[src/rtl/regfile_pkg.sv]
// Shared constants and helpers for the regfile_sb register file and its scoreboard.
package regfile_pkg;

    localparam int DEF_DATA_W   = 4;
    localparam int DEF_NUM_REGS = 4;

    // Index width for a power-of-two register count (count is always >= 2).
    function automatic int addr_w(input int num_regs);
        return $clog2(num_regs);
    endfunction

endpackage

[src/rtl/regfile_scoreboard.sv]
// Per-register busy bits: issue reserves a destination, writeback releases it.
module regfile_scoreboard
    import regfile_pkg::*;
#(
    parameter int NUM_REGS = DEF_NUM_REGS,
    parameter int ADDR_W   = addr_w(NUM_REGS),
    parameter bit ZERO_R0  = 1'b0
) (
    input  logic              clk,
    input  logic              rst_n,
    input  logic              we,
    input  logic [ADDR_W-1:0] waddr,
    input  logic              iss_valid,
    input  logic [ADDR_W-1:0] iss_rd,
    input  logic [ADDR_W-1:0] ra1,
    input  logic [ADDR_W-1:0] ra2,
    output logic              busy1,
    output logic              busy2,
    output logic              iss_ready
);

    logic [NUM_REGS-1:0] busy_q;
    logic [NUM_REGS-1:0] busy_d;

    // NOTE: every output of this block is assigned before any conditional
    // update, so no path leaves a value unassigned and no latch is inferred.
    always_comb begin
        iss_ready = !busy_q[iss_rd] || (we && (waddr == iss_rd));
        if (ZERO_R0 && (iss_rd == '0)) begin
            iss_ready = 1'b1;
        end

        // Clear before set so a same-register issue wins over the writeback.
        busy_d = busy_q;
        if (we) begin
            busy_d[waddr] = 1'b0;
        end
        if (iss_valid && iss_ready) begin
            busy_d[iss_rd] = 1'b1;
        end
        if (ZERO_R0) begin
            busy_d[0] = 1'b0;
        end
    end

    // NOTE: state is updated with non-blocking assignments only; blocking
    // ones are reserved for the combinational next-state logic above.
    always_ff @(posedge clk or negedge rst_n) begin
        if (!rst_n) begin
            busy_q <= '0;
        end else begin
            busy_q <= busy_d;
        end
    end

    assign busy1 = busy_q[ra1];
    assign busy2 = busy_q[ra2];

endmodule

[src/rtl/regfile_sb.sv]
// Two-read, one-write register file with issue scoreboard.
// Define REGFILE_SB_BYPASS_EN to forward same-cycle writeback data and busy release to the read ports.
module regfile_sb
    import regfile_pkg::*;
#(
    parameter int DATA_W   = DEF_DATA_W,
    parameter int NUM_REGS = DEF_NUM_REGS,
    parameter bit ZERO_R0  = 1'b0,
    parameter int ADDR_W   = addr_w(NUM_REGS)  // derived, leave at default
) (
    input  logic              clk,
    input  logic              rst_n,
    input  logic              we,
    input  logic [ADDR_W-1:0] waddr,
    input  logic [DATA_W-1:0] wdata,
    input  logic [ADDR_W-1:0] ra1,
    input  logic [ADDR_W-1:0] ra2,
    output logic [DATA_W-1:0] rd1,
    output logic [DATA_W-1:0] rd2,
    output logic              busy1,
    output logic              busy2,
    input  logic              iss_valid,
    input  logic [ADDR_W-1:0] iss_rd,
    output logic              iss_ready
);

    logic [DATA_W-1:0] regs_q [NUM_REGS];
    logic [DATA_W-1:0] regs_d [NUM_REGS];
    logic              sb_busy1;
    logic              sb_busy2;

    regfile_scoreboard #(
        .NUM_REGS (NUM_REGS),
        .ADDR_W   (ADDR_W),
        .ZERO_R0  (ZERO_R0)
    ) u_scoreboard (
        .clk       (clk),
        .rst_n     (rst_n),
        .we        (we),
        .waddr     (waddr),
        .iss_valid (iss_valid),
        .iss_rd    (iss_rd),
        .ra1       (ra1),
        .ra2       (ra2),
        .busy1     (sb_busy1),
        .busy2     (sb_busy2),
        .iss_ready (iss_ready)
    );

    always_comb begin
        regs_d = regs_q;
        if (we) begin
            regs_d[waddr] = wdata;
        end
        if (ZERO_R0) begin
            regs_d[0] = '0;
        end
    end

    // NOTE: the array is built from flops, not a RAM macro, because every
    // entry must clear asynchronously on reset.
    always_ff @(posedge clk or negedge rst_n) begin
        if (!rst_n) begin
            for (int i = 0; i < NUM_REGS; i++) begin
                regs_q[i] <= '0;
            end
        end else begin
            regs_q <= regs_d;
        end
    end

    always_comb begin
        rd1   = regs_q[ra1];
        rd2   = regs_q[ra2];
        busy1 = sb_busy1;
        busy2 = sb_busy2;
`ifdef REGFILE_SB_BYPASS_EN
        if (we && (ra1 == waddr) && !(ZERO_R0 && (ra1 == '0))) begin
            rd1   = wdata;
            busy1 = 1'b0;
        end
        if (we && (ra2 == waddr) && !(ZERO_R0 && (ra2 == '0))) begin
            rd2   = wdata;
            busy2 = 1'b0;
        end
`endif
    end

endmodule
[config.mk]
export PLATFORM = sky130hd
export DESIGN_NAME = regfile_sb
export DESIGN_NICKNAME = d
export VERILOG_FILES = /design/src/rtl/regfile_pkg.sv /design/src/rtl/regfile_scoreboard.sv /design/src/rtl/regfile_sb.sv
export SDC_FILE = /design/constraint.sdc
export NUM_CORES = 1
export LEC_CHECK = 0
export BUFFER_PORTS_ARGS = -buffer_cell sky130_fd_sc_hd__buf_2
export CAP_MARGIN = 20
export CELL_PAD_IN_SITES_DETAIL_PLACEMENT = 1
export CELL_PAD_IN_SITES_GLOBAL_PLACEMENT = 1
export CORE_UTILIZATION = 40
export CTS_BUF_LIST = sky130_fd_sc_hd__clkbuf_8
export CTS_CLUSTER_SIZE = 12
export DETAILED_ROUTE_END_ITERATION = 8
export GPL_ROUTABILITY_DRIVEN = 0
export PLACE_DENSITY_LB_ADDON = 0.1
export SKIP_LAST_GASP = 1
export SYNTH_ARGS = -nofsm -noshare
export SYNTH_HDL_FRONTEND = slang
export SYNTH_HIERARCHICAL = 1
export SYNTH_SLANG_ARGS = --single-unit
[constraint.sdc]
create_clock -name clk -period 1.3 [get_ports clk]
set_input_delay 0.195 -clock clk [delete_from_list [all_inputs] [get_ports clk]]
set_output_delay 0.195 -clock clk [all_outputs]
set_load 0.01 [all_outputs]
==> run summary, run 1 <==
Ant. Diodes -> 0
Routed WL -> 2614 um
Sink Count -> 20
Leakage power -> 0.0006171 uW
Starting Density -> 44.15%
Primary FF master, synth -> dfrtp_1
Syn Nets -> 91
Met2 usage -> 31.50%
# DRC -> 0
Post-DR vias/cell -> 5.638
Failing checks -> setup timing
Worst skew pair latency -> 0.26 ns
Max-slew violations -> 0
Maximum VDD drop -> 1401 uV
Die Height -> 55.24 um
DP Wirelength -> 1914 um
Multi-input logic area -> 618.1 sq um
Cells after Synth -> 75
Max-cap viol count -> 0
CTS max path bufs -> 2
Initial antenna violation count -> 0
Violation count after the first detailed-route iteration -> 18
CTS tree -> yes
Fin. Hold Viols -> 0
Boundary Pins -> 27
Final setup margin -> -0.2416 ns
Placed instance area -> 1316 sq um
Wire per inst -> 18.54 um
Async S/R FF share, synth -> 100.0%
Data arrival, critical path -> 1.35 ns
Clock-pin slew of the registers on the worst-case setup and hold paths -> 0.08 ns
Pre-CTS setup slack -> -0.01611 ns
Met1 Use GR -> 22.55%
First-pass GRT wire length -> 4202 um
Clk_skew -> 0 ns
Setup violations, final -> 11
Kind of critical path -> reg -> out
Fmax -> 0.6487 GHz
WHS -> 0.2048 ns
Critical path origin -> u_scoreboard/busy_q[2]$_DFF_PN0_
Reg-to-reg endpoint -> regs_q[7]$_DFFE_PN0P_
Final Instance Area -> 1438 sq um
H-tree levels -> 1
Crit path max fanout -> 5
Via count -> 795
Top Usage Layer GRT -> met2
CP Capture Point -> iss_ready
Clk Tree Root Cell -> clkbuf_8
Area Overhead vs Synth -> 26.82%
Fillers -> 264
Die ar. -> 3051 sq um
Chip width -> 55.24 um
Max-Slew Margin vs Limit -> 70.06%
Port bufs -> 26
#FFs+latches synth -> 20
Tmin final -> 1.542 ns
All-Layer GR Usage -> 18.52%
CP Launch Type -> flip-flop
Unrepaired setup endpoints after global routing -> true
EDFF count, synth -> 0
Total power -> 2097 uW
Cell variety after synth -> 20
Area of the core -> 2567 sq um
Power per cell area -> 1459 nW/um^2
Worst-Margin Slew -> 0.4490 ns
Reg2Reg Setup Slack -> 0.39 ns
Outcome -> complete, but fails checks
Critical path data required time -> 1.11 ns
Tcrit/Tclk final -> 118.6%
Layout cells sized above 1 -> 59.46%
Largest net degree at the start of global routing -> 21
Yosys warns -> 6
Sequential share of the synthesized area -> 44.15%
Crit path capture type -> output port
Worst hold path type -> in -> reg
Reg area -> 500.5 sq um
M3 GR Usage -> 5.855%
Overflow after GRT -> 0
Vias in the first global route -> 861
Reg2Reg Depth -> 2
Total CTS buffers -> 3
Drt pass-1 iters -> 4
Antenna-violating nets left -> 0
R2r startpoint -> regs_q[7]$_DFFE_PN0P_
Mapped Avg Cell Area -> 15.11 sq um
Layout Nets -> 128
Mapped cell area -> 1134 sq um
Row Count -> 18
-- logic make-up (layout without fill, tap and decap cells) --
logic type	after synthesis	after routing	share of synthesized area (%)
simple gates	16	16	9.493
flops	20	20	44.15
compound gates	7	7	4.745
buf+inv	2	38	0.6625
xor+xnor	2	2	1.546
mux	28	28	39.40
-- Yosys cell counts, types with 2 or more instances --
library cell / n / share of area (%)
a31oi_1: 2 / 1.1
dfrtp_1: 20 / 44
inv_1: 2 / 0.66
mux2_2: 17 / 17
mux4_1: 2 / 4.6
mux4_2: 9 / 18
nand2_1: 4 / 1.3
nand3_1: 3 / 1.3
nand3b_1: 4 / 2.6
xnor2_1: 2 / 1.5
-- per-layer routing --
layer,vias to the layer above,part of all wire (%)
li1,376,-
met1,400,43
met2,14,52
met3,5,4.2
met4,0,1.1
met5,-,0
-- cell usage in the layout (no fill, tap or decap), drive strengths merged, types with 2 or more instances in the layout --
| master | instances |
|---|---|
| clkbuf | 3 |
| nor3b | 2 |
| nand3 | 3 |
| inv | 2 |
| nand2 | 4 |
| xnor2 | 2 |
| o21ai | 2 |
| mux4 | 11 |
| nand3b | 4 |
| a31oi | 2 |
| mux2 | 17 |
| buf | 31 |
| dfrtp | 20 |
-- state kept, by name, indices dropped and copies added, names as in the netlist --
signal               count
regs_q                  16
u_scoreboard/busy_q      4
-- power breakdown --
part | total (uW) | internal (uW) | switching (uW)
registers | 849 | 746 | 103
clock network | 629 | 411 | 217
logic | 620 | 381 | 239
-- how the worst min path moves through the flow --
stage	slack (ns)	cells past startpoint	end	start
after floorplan	-0.10	0	regs_q[0]$_DFFE_PN0P_	rst_n
after global placement	0.17	1	u_scoreboard/busy_q[0]$_DFF_PN0_	rst_n
after detailed placement	0.17	1	u_scoreboard/busy_q[0]$_DFF_PN0_	rst_n
after CTS	0.20	2	u_scoreboard/busy_q[1]$_DFF_PN0_	iss_rd[1]
after global routing	0.20	2	regs_q[5]$_DFFE_PN0P_	wdata[1]
final	0.20	2	u_scoreboard/busy_q[1]$_DFF_PN0_	iss_rd[1]
-- metrics by stage --
stage	instances	utilization [%]	setup TNS (ns)
floorplan	75	-	0
global placement	133	51.27	-0.02679
global route	141	55.99	-2.510
finish	141	55.99	-2.059
detailed placement	133	51.27	-0.01611
CTS	140	54.73	-2.108
-- area by class of cell --
| class | instances | share of cell area [%] |
|---|---|---|
| Sequential cell | 20 | 34.81 |
| Tap cell | 30 | 2.611 |
| Timing Repair Buffer | 32 | 14.10 |
| Clock buffer | 3 | 2.872 |
| Clock inverter | 1 | 2.089 |
| Inverter | 2 | 0.5222 |
| Multi-Input combinational cell | 53 | 42.99 |
-- critical path, cell delays in order (launching register included) --
cell and delay (ns):
dfrtp_1 0.42, mux4_2 0.47, nand2_1 0.07, buf_2 0.12
-- timing repair --
action                                  CTS  global route
setup buffers                             2             1
gates resized for setup                   2             4
hold endpoints to repair                 20             0
hold buffers                              1             0
pin swaps                                 1             0
endpoints found under the setup margin   11            11
Power figures use the tool's default switching activity.
==> inputs of run 2 (changes only) <==
clock period = 1.9 ns   (was 1.3 ns; I/O delays follow)
==> run 2 against run 1 <==
  * The flow now finishes without violations
  * First-iteration DRC count down 39%
  * Utilization down 2.1 points
  * Critical path depth unchanged
  * Register-to-register slack better by 0.64 ns
  * Final area down 3.8%
  * Sequential cell count unchanged
==> run summary, run 2 (synthesis results as in run 1) <==
Worst-Margin Slew -> 0.4639 ns (was 0.4490 ns)
# DRC -> 0 (unchanged)
Fillers -> 271 (was 264)
Largest net degree at the start of global routing -> 21 (unchanged)
Wire per inst -> 19.47 um (was 18.54 um)
Post-Route Setup TNS -> 0 ns (was -2.059 ns)
Max-cap viol count -> 0 (unchanged)
Worst hold path type -> in -> reg (unchanged)
DP Wirelength -> 1978 um (was 1914 um)
Leakage power -> 0.0005942 uW (was 0.0006171 uW)
Row Count -> 18 (unchanged)
Commonest non-fill, non-tap cell in the layout -> buf_2 (unchanged)
CP Launch Type -> flip-flop (unchanged)
WHS -> 0.2947 ns (was 0.2048 ns)
Post-DR vias/cell -> 5.765 (was 5.638)
Max reg flops -> 16 (unchanged)
Critical path data required time -> 1.62 ns (was 1.11 ns)
Post-CTS Resized -> 0 (was 2)
Starting Density -> 44.15% (unchanged)
Initial antenna violation count -> 0 (unchanged)
Die ar. -> 3051 sq um (unchanged)
Area of the core -> 2567 sq um (unchanged)
Tcrit/Tclk final -> 87.21%
Drt pass-1 iters -> 3 (was 4)
Most flop-heavy register -> regs_q (unchanged)
All-Layer GR Usage -> 18.91% (was 18.52%)
CTS tree -> yes (unchanged)
Largest registers -> regs_q x16, u_scoreboard/busy_q x4 (unchanged)
Chip width -> 55.24 um (unchanged)
Clk Tree Root Cell -> clkbuf_8 (unchanged)
Max-Slew Margin vs Limit -> 69.08% (was 70.06%)
Setup bufs post-CTS -> 0 (was 2)
Data arrival, critical path -> 1.37 ns (was 1.35 ns)
Unrepaired setup endpoints after global routing -> false (was true)
Fmax -> 0.6035 GHz
Outcome -> completed (was complete, but fails checks)
Worst skew pair latency -> 0.26 ns (about the same)
Crit path capture type -> output port (unchanged)
Vias in the first global route -> 842 (was 861)
Violation count after the first detailed-route iteration -> 11 (was 18)
Power per cell area -> 1002 nW/um^2 (was 1459 nW/um^2)
Layout Nets -> 123 (was 128)
Fin. Hold Viols -> 0 (unchanged)
Crit path max fanout -> 5 (unchanged)
Most frequent cells in the layout -> buf_2 (26), dfrtp_1 (20), mux2_2 (17), mux4_2 (9) (was buf_2 (22), dfrtp_1 (20), mux2_2 (17), mux4_2 (11), buf_4 (5))
Final Instance Area -> 1383 sq um (was 1438 sq um)
Kind of critical path -> reg -> out (unchanged)
Ant. Diodes -> 0 (unchanged)
Via count -> 784 (was 795)
Layout cells sized above 1 -> 55.66% (was 59.46%)
Placed instance area -> 1301 sq um (was 1316 sq um)
Die Height -> 55.24 um (unchanged)
Clk_skew -> 0 ns (unchanged)
Hold Path Depth -> 2 (unchanged)
Reg2Reg Depth -> 2 (unchanged)
H-tree levels -> 1 (unchanged)
Tmin final -> 1.657 ns
Sink Count -> 20 (unchanged)
Boundary Pins -> 27 (unchanged)
First-pass GRT wire length -> 4284 um (was 4202 um)
Antenna-violating nets left -> 0 (unchanged)
Cts hold-fix bufs -> 1 (unchanged)
Area Overhead vs Synth -> 21.97% (was 26.82%)
Clock-pin slew of the registers on the worst-case setup and hold paths -> 0.08 ns (about the same)
Max-slew violations -> 0 (unchanged)
Routed WL -> 2648 um (was 2614 um)
CTS max path bufs -> 2 (unchanged)
Maximum VDD drop -> 843.9 uV (was 1401 uV)
Total CTS buffers -> 3 (unchanged)
Setup violations, final -> 0 (was 11)
Port bufs -> 26 (unchanged)
Overflow after GRT -> 0 (unchanged)
## run 2: changes by cell type in the layout (fill, tap and decap cells not counted), sizes merged
cell | before | now
buf | 31 | 26
## run 2: power breakdown
part / internal, uW / total, uW / leakage, uW / switching, uW
logic: 219 / 375 / 0.000321 / 156
registers: 510 / 581 / 0.000237 / 70.1
clock network: 281 / 430 / 0.0000357 / 149
## run 2: worst paths after layout
path                                                     to  slack, ns                              from
hold reg to reg                       regs_q[4]$_DFFE_PN0P_       0.54             regs_q[4]$_DFFE_PN0P_
hold / removal                       regs_q[11]$_DFFE_PN0P_       0.29                          wdata[3]
max in group asynchronous             regs_q[4]$_DFFE_PN0P_       1.08                             rst_n
setup reg to reg           u_scoreboard/busy_q[3]$_DFF_PN0_       1.03  u_scoreboard/busy_q[3]$_DFF_PN0_
setup / recovery                                  iss_ready       0.24  u_scoreboard/busy_q[2]$_DFF_PN0_
min in group asynchronous             regs_q[9]$_DFFE_PN0P_       0.50                             rst_n
## run 2: area by class of cell
class	count	area, sq um	share of cell area (%)
multi-input combinational	53	625.6	45.25
sequential	20	500.5	36.20
timing repair buffer	27	140.1	10.14
clock buffer	3	41.29	2.986
tap	30	37.54	2.715
clock inverter	1	30.03	2.172
inverter	2	7.507	0.5430
## run 2: worst max-delay path: stages (launching register included)
cell,delay (ns)
dfrtp_1,0.43
mux4_2,0.48
nand2_1,0.07
buf_2,0.12
## run 2: stage by stage
stage          power (uW)  util, %  std cells  setup WS, ns
6_report             1386    53.85        136        0.2431
3_5_place_dp        965.7    50.68        131        0.4132
4_1_cts              1404    53.85        136        0.2244
2_1_floorplan       810.8        -         75        0.6700
3_3_place_gp        945.9    50.68        131        0.3936
5_1_grt              1456    53.85        136        0.1870
## run 2: per-layer routing
layer	wire, um	share of wire, %	vias to the layer above	track usage [%]
li1	-	-	361	-
met1	1188	45	404	23.14
met2	1346	51	14	31.84
met3	80	3.0	5	4.684
met4	33	1.2	0	7.857
met5	0	0	-	0
==> inputs of run 3 (changes only) <==
ABC_AREA = 1   (was unset)
==> run 3 against run 2 <==
  * Area after synthesis increased by 17%
  * Fmax rose by 12%
  * Critical path depth up 3
  * Sequential cell count unchanged
  * Sequential share of layout area fell by 3.7 points
  * Via count grew 77%
  * Synthesized cell count grew to 2.7 times the previous value
  * Global-route usage grew 4.9 points
  * Largest power group unchanged
==> run summary, run 3 <==
Mapped cell area -> 1326 sq um (was 1134 sq um)
Family with the most delay on the worst path -> simple AND/OR/NAND/NOR gates (was multiplexers)
Reg2Reg Setup Slack -> 0.85 ns (was 1.03 ns)
Critical Path Stages -> 6 (was 3)
Worst-Margin Slew -> 0.4483 ns (was 0.4639 ns)
Die Height -> 59.58 um (was 55.24 um)
Post-CTS Resized -> 0 (unchanged)
Violation count after the first detailed-route iteration -> 55 (was 11)
H-tree levels -> 1 (unchanged)
Reg2Reg Depth -> 7 (was 2)
Met1 Use GR -> 34.49% (was 23.14%)
Clk Tree Root Cell -> clkbuf_8 (unchanged)
Largest registers -> regs_q x16, u_scoreboard/busy_q x4 (unchanged)
WHS -> 0.3063 ns (was 0.2947 ns)
Worst Min Path Start -> wdata[1] (was wdata[3])
Critical path data required time -> 1.62 ns (about the same)
Max-Slew Margin vs Limit -> 70.11% (was 69.08%)
Wire per inst -> 13.59 um (was 19.47 um)
DP Wirelength -> 2938 um (was 1978 um)
Internal power -> 768.9 uW (was 1011 uW)
Antenna-violating nets left -> 0 (unchanged)
Post-Route Setup TNS -> 0 ns (unchanged)
Maximum VDD drop -> 485.2 uV (was 843.9 uV)
CP Launch Type -> primary input (was flip-flop)
Critical Path, Cell by Cell -> buf_2, nand2_1, nand2_1, nand3_2, nand2_2, buf_2 (was mux4_2, nand2_1, buf_2)
Worst hold path type -> in -> reg (unchanged)
Switching share of power -> 35.22% (was 27.03%)
Reg-to-reg endpoint -> u_scoreboard/busy_q[3]$_DFF_PN0_ (unchanged)
Setup bufs post-CTS -> 0 (unchanged)
Layout Nets -> 249 (was 123)
Total CTS buffers -> 3 (unchanged)
Ant. Diodes -> 0 (unchanged)
Largest cells by area after synthesis -> dfrtp_1 (38%), nand2_1 (27%), inv_1 (8.5%) (was dfrtp_1 (44%), mux4_2 (18%), mux2_2 (17%))
Slowest Stage Delay on Critical Path -> 0.31 ns (was 0.48 ns)
Count leader, synth -> nand2_1 (was dfrtp_1)
Met2 usage -> 37.88% (was 31.84%)
Drt pass-1 iters -> 4 (was 3)
Synth top area share -> 37.74% (was 44.15%)
Worst path slowest cell -> buf_2 (was mux4_2)
Final Util -> 49.64% (was 53.85%)
Crit path capture type -> output port (unchanged)
Async S/R FF share, synth -> 100.0% (unchanged)
Overflow after GRT -> 0 (unchanged)
Clock Power Share -> 22.2% (was 31.1%)
Tcrit/Tclk final -> 77.99% (was 87.21%)
Max-slew violations -> 0 (unchanged)
Data arrival, critical path -> 1.20 ns (was 1.37 ns)
Sequential share of the synthesized area -> 37.74% (was 44.15%)
Syn Nets -> 221 (was 91)
Chip width -> 59.58 um (was 55.24 um)
Psw -> 418.1 uW (was 374.5 uW)
Primary FF master, synth -> dfrtp_1 (unchanged)
Starting Density -> 42.74% (was 44.15%)
M3 GR Usage -> 2.402% (was 4.684%)
Clk_skew -> 0.00004807 ns (was 0 ns)
Setup violations, final -> 0 (unchanged)
Total power -> 1187 uW (was 1386 uW)
EDFF count, synth -> 0 (unchanged)
Via count -> 1391 (was 784)
Clock-pin slew of the registers on the worst-case setup and hold paths -> 0.07 ns (was 0.08 ns)
Die ar. -> 3550 sq um (was 3051 sq um)
Power per cell area -> 770.7 nW/um^2 (was 1002 nW/um^2)
Most frequent cells after synthesis -> nand2_1 (95), inv_1 (30), dfrtp_1 (20), nand3_1 (20), nand4_1 (12) (was dfrtp_1 (20), mux2_2 (17), mux4_2 (9))
Port bufs -> 26 (unchanged)
Logic pwr share -> 30.9% (was 27.0%)
CTS max path bufs -> 2 (unchanged)
Top Usage Layer GRT -> met2 (unchanged)
R2r startpoint -> u_scoreboard/busy_q[3]$_DFF_PN0_ (unchanged)
Area Overhead vs Synth -> 16.13% (was 21.97%)
#FFs+latches synth -> 20 (unchanged)
Buffers and inverters on the worst path -> 2 (was 1)
Layout cells sized above 1 -> 16.45% (was 55.66%)
Commonest non-fill, non-tap cell in the layout -> nand2_1 (was buf_2)
Post-DR vias/cell -> 5.058 (was 5.765)
Fmax -> 0.6749 GHz (was 0.6035 GHz)
Yosys warns -> 6 (unchanged)
Unrepaired setup endpoints after global routing -> false (unchanged)
CTS tree -> yes (unchanged)
Cells after Synth -> 205 (was 75)
Leakage power -> 0.0009082 uW (was 0.0005942 uW)
Outcome -> completed (unchanged)
First-pass GRT wire length -> 6251 um (was 4284 um)
Largest net degree at the start of global routing -> 21 (unchanged)
All-Layer GR Usage -> 23.81% (was 18.91%)
Critical path origin -> we (was u_scoreboard/busy_q[2]$_DFF_PN0_)
Mapped Avg Cell Area -> 6.470 sq um (was 15.11 sq um)
Initial antenna violation count -> 0 (unchanged)
Area of the core -> 3103 sq um (was 2567 sq um)
Fin. Hold Viols -> 0 (unchanged)
Sink Count -> 20 (unchanged)
Row Count -> 20 (was 18)
Crit path max fanout -> 18 (was 5)
Yosys top cell by area -> dfrtp_1 (unchanged)
Vias in the first global route -> 1331 (was 842)
CP Capture Point -> iss_ready (unchanged)
Most frequent cells in the layout -> nand2_1 (95), inv_1 (30), buf_2 (26), nand3_1 (20), dfrtp_1 (20) (was buf_2 (26), dfrtp_1 (20), mux2_2 (17), mux4_2 (9))
Cell variety after synth -> 17 (was 20)
Fillers -> 454 (was 271)
# DRC -> 0 (unchanged)
Max reg flops -> 16 (unchanged)
Most flop-heavy register -> regs_q (unchanged)
Routed WL -> 3738 um (was 2648 um)
Tmin final -> 1.482 ns (was 1.657 ns)
Kind of critical path -> in -> out (was reg -> out)
Seq pwr share -> 46.9% (was 41.9%)
Worst skew pair latency -> 0.25 ns (was 0.26 ns)
Max-cap viol count -> 0 (unchanged)
Boundary Pins -> 27 (unchanged)
run 3: per-layer routing:
metal	wire length (um)	vias to the layer above
met1	1944	662
li1	-	701
met5	0	-
met2	1690	24
met4	24	0
met3	78	4
run 3: worst reg2reg max path, cell delays in order, from the launching register on:
cell and delay [ns]:
dfrtp_1 0.41, nand2_1 0.08, nand2_1 0.09, nand2_1 0.05
nand2_1 0.08, nand2_2 0.08, nand3_1 0.10, nand2_1 0.07
run 3: logic make-up (layout without fill, tap and decap cells):
group / after synthesis / count (layout) / share of synthesized area (%)
flip-flops: 20 / 20 / 37.74
buffers and inverters: 37 / 63 / 11.41
AND/OR/NAND/NOR: 136 / 136 / 45.76
AO/OA/AOI/OAI: 12 / 12 / 5.095
run 3: what timing repair did:
| action | 4_1_cts | 5_1_grt |
|---|---|---|
| endpoints found under the hold margin | 20 | 0 |
| endpoints found under the setup margin | 0 | 0 |
| hold buffers | 1 | 0 |
run 3: power groups by stage:
stage                     Sequential, uW  Combinational [uW]  Clock [uW]
after floorplan                      540                 237           0
after global placement               559                 344           0
after detailed placement             563                 364           0
after CTS                            555                 368         266
after global routing                 566                 420         283
final                                556                 367         264
run 3: how the worst min path moves through the flow:
stage	end	depth (start not counted)
CTS	regs_q[1]$_DFFE_PN0P_	3
global route	regs_q[1]$_DFFE_PN0P_	3
finish	regs_q[1]$_DFFE_PN0P_	3
detailed placement	regs_q[4]$_DFFE_PN0P_	1
global placement	regs_q[7]$_DFFE_PN0P_	1
floorplan	regs_q[0]$_DFFE_PN0P_	0
run 3: area by class of cell:
class                           instances  area [sq um]  area share (%)
Clock buffer                            3         41.29           2.681
Inverter                               33         128.9           8.367
Multi-Input combinational cell        148         674.4           43.79
Sequential cell                        20         500.5           32.49
Tap cell                               44         55.05           3.574
Timing Repair Buffer                   27         140.1           9.098
run 3: per-stage QoR:
| step | worst slack, ns | cell area, sq um | instances |
|---|---|---|---|
| finish | 0.4183 | 1540 | 275 |
| global route | 0.3390 | 1540 | 275 |
| CTS | 0.4343 | 1540 | 275 |
| detailed placement | 0.4494 | 1489 | 271 |
| global placement | 0.5044 | 1489 | 271 |
| floorplan | 0.8297 | 1326 | 205 |
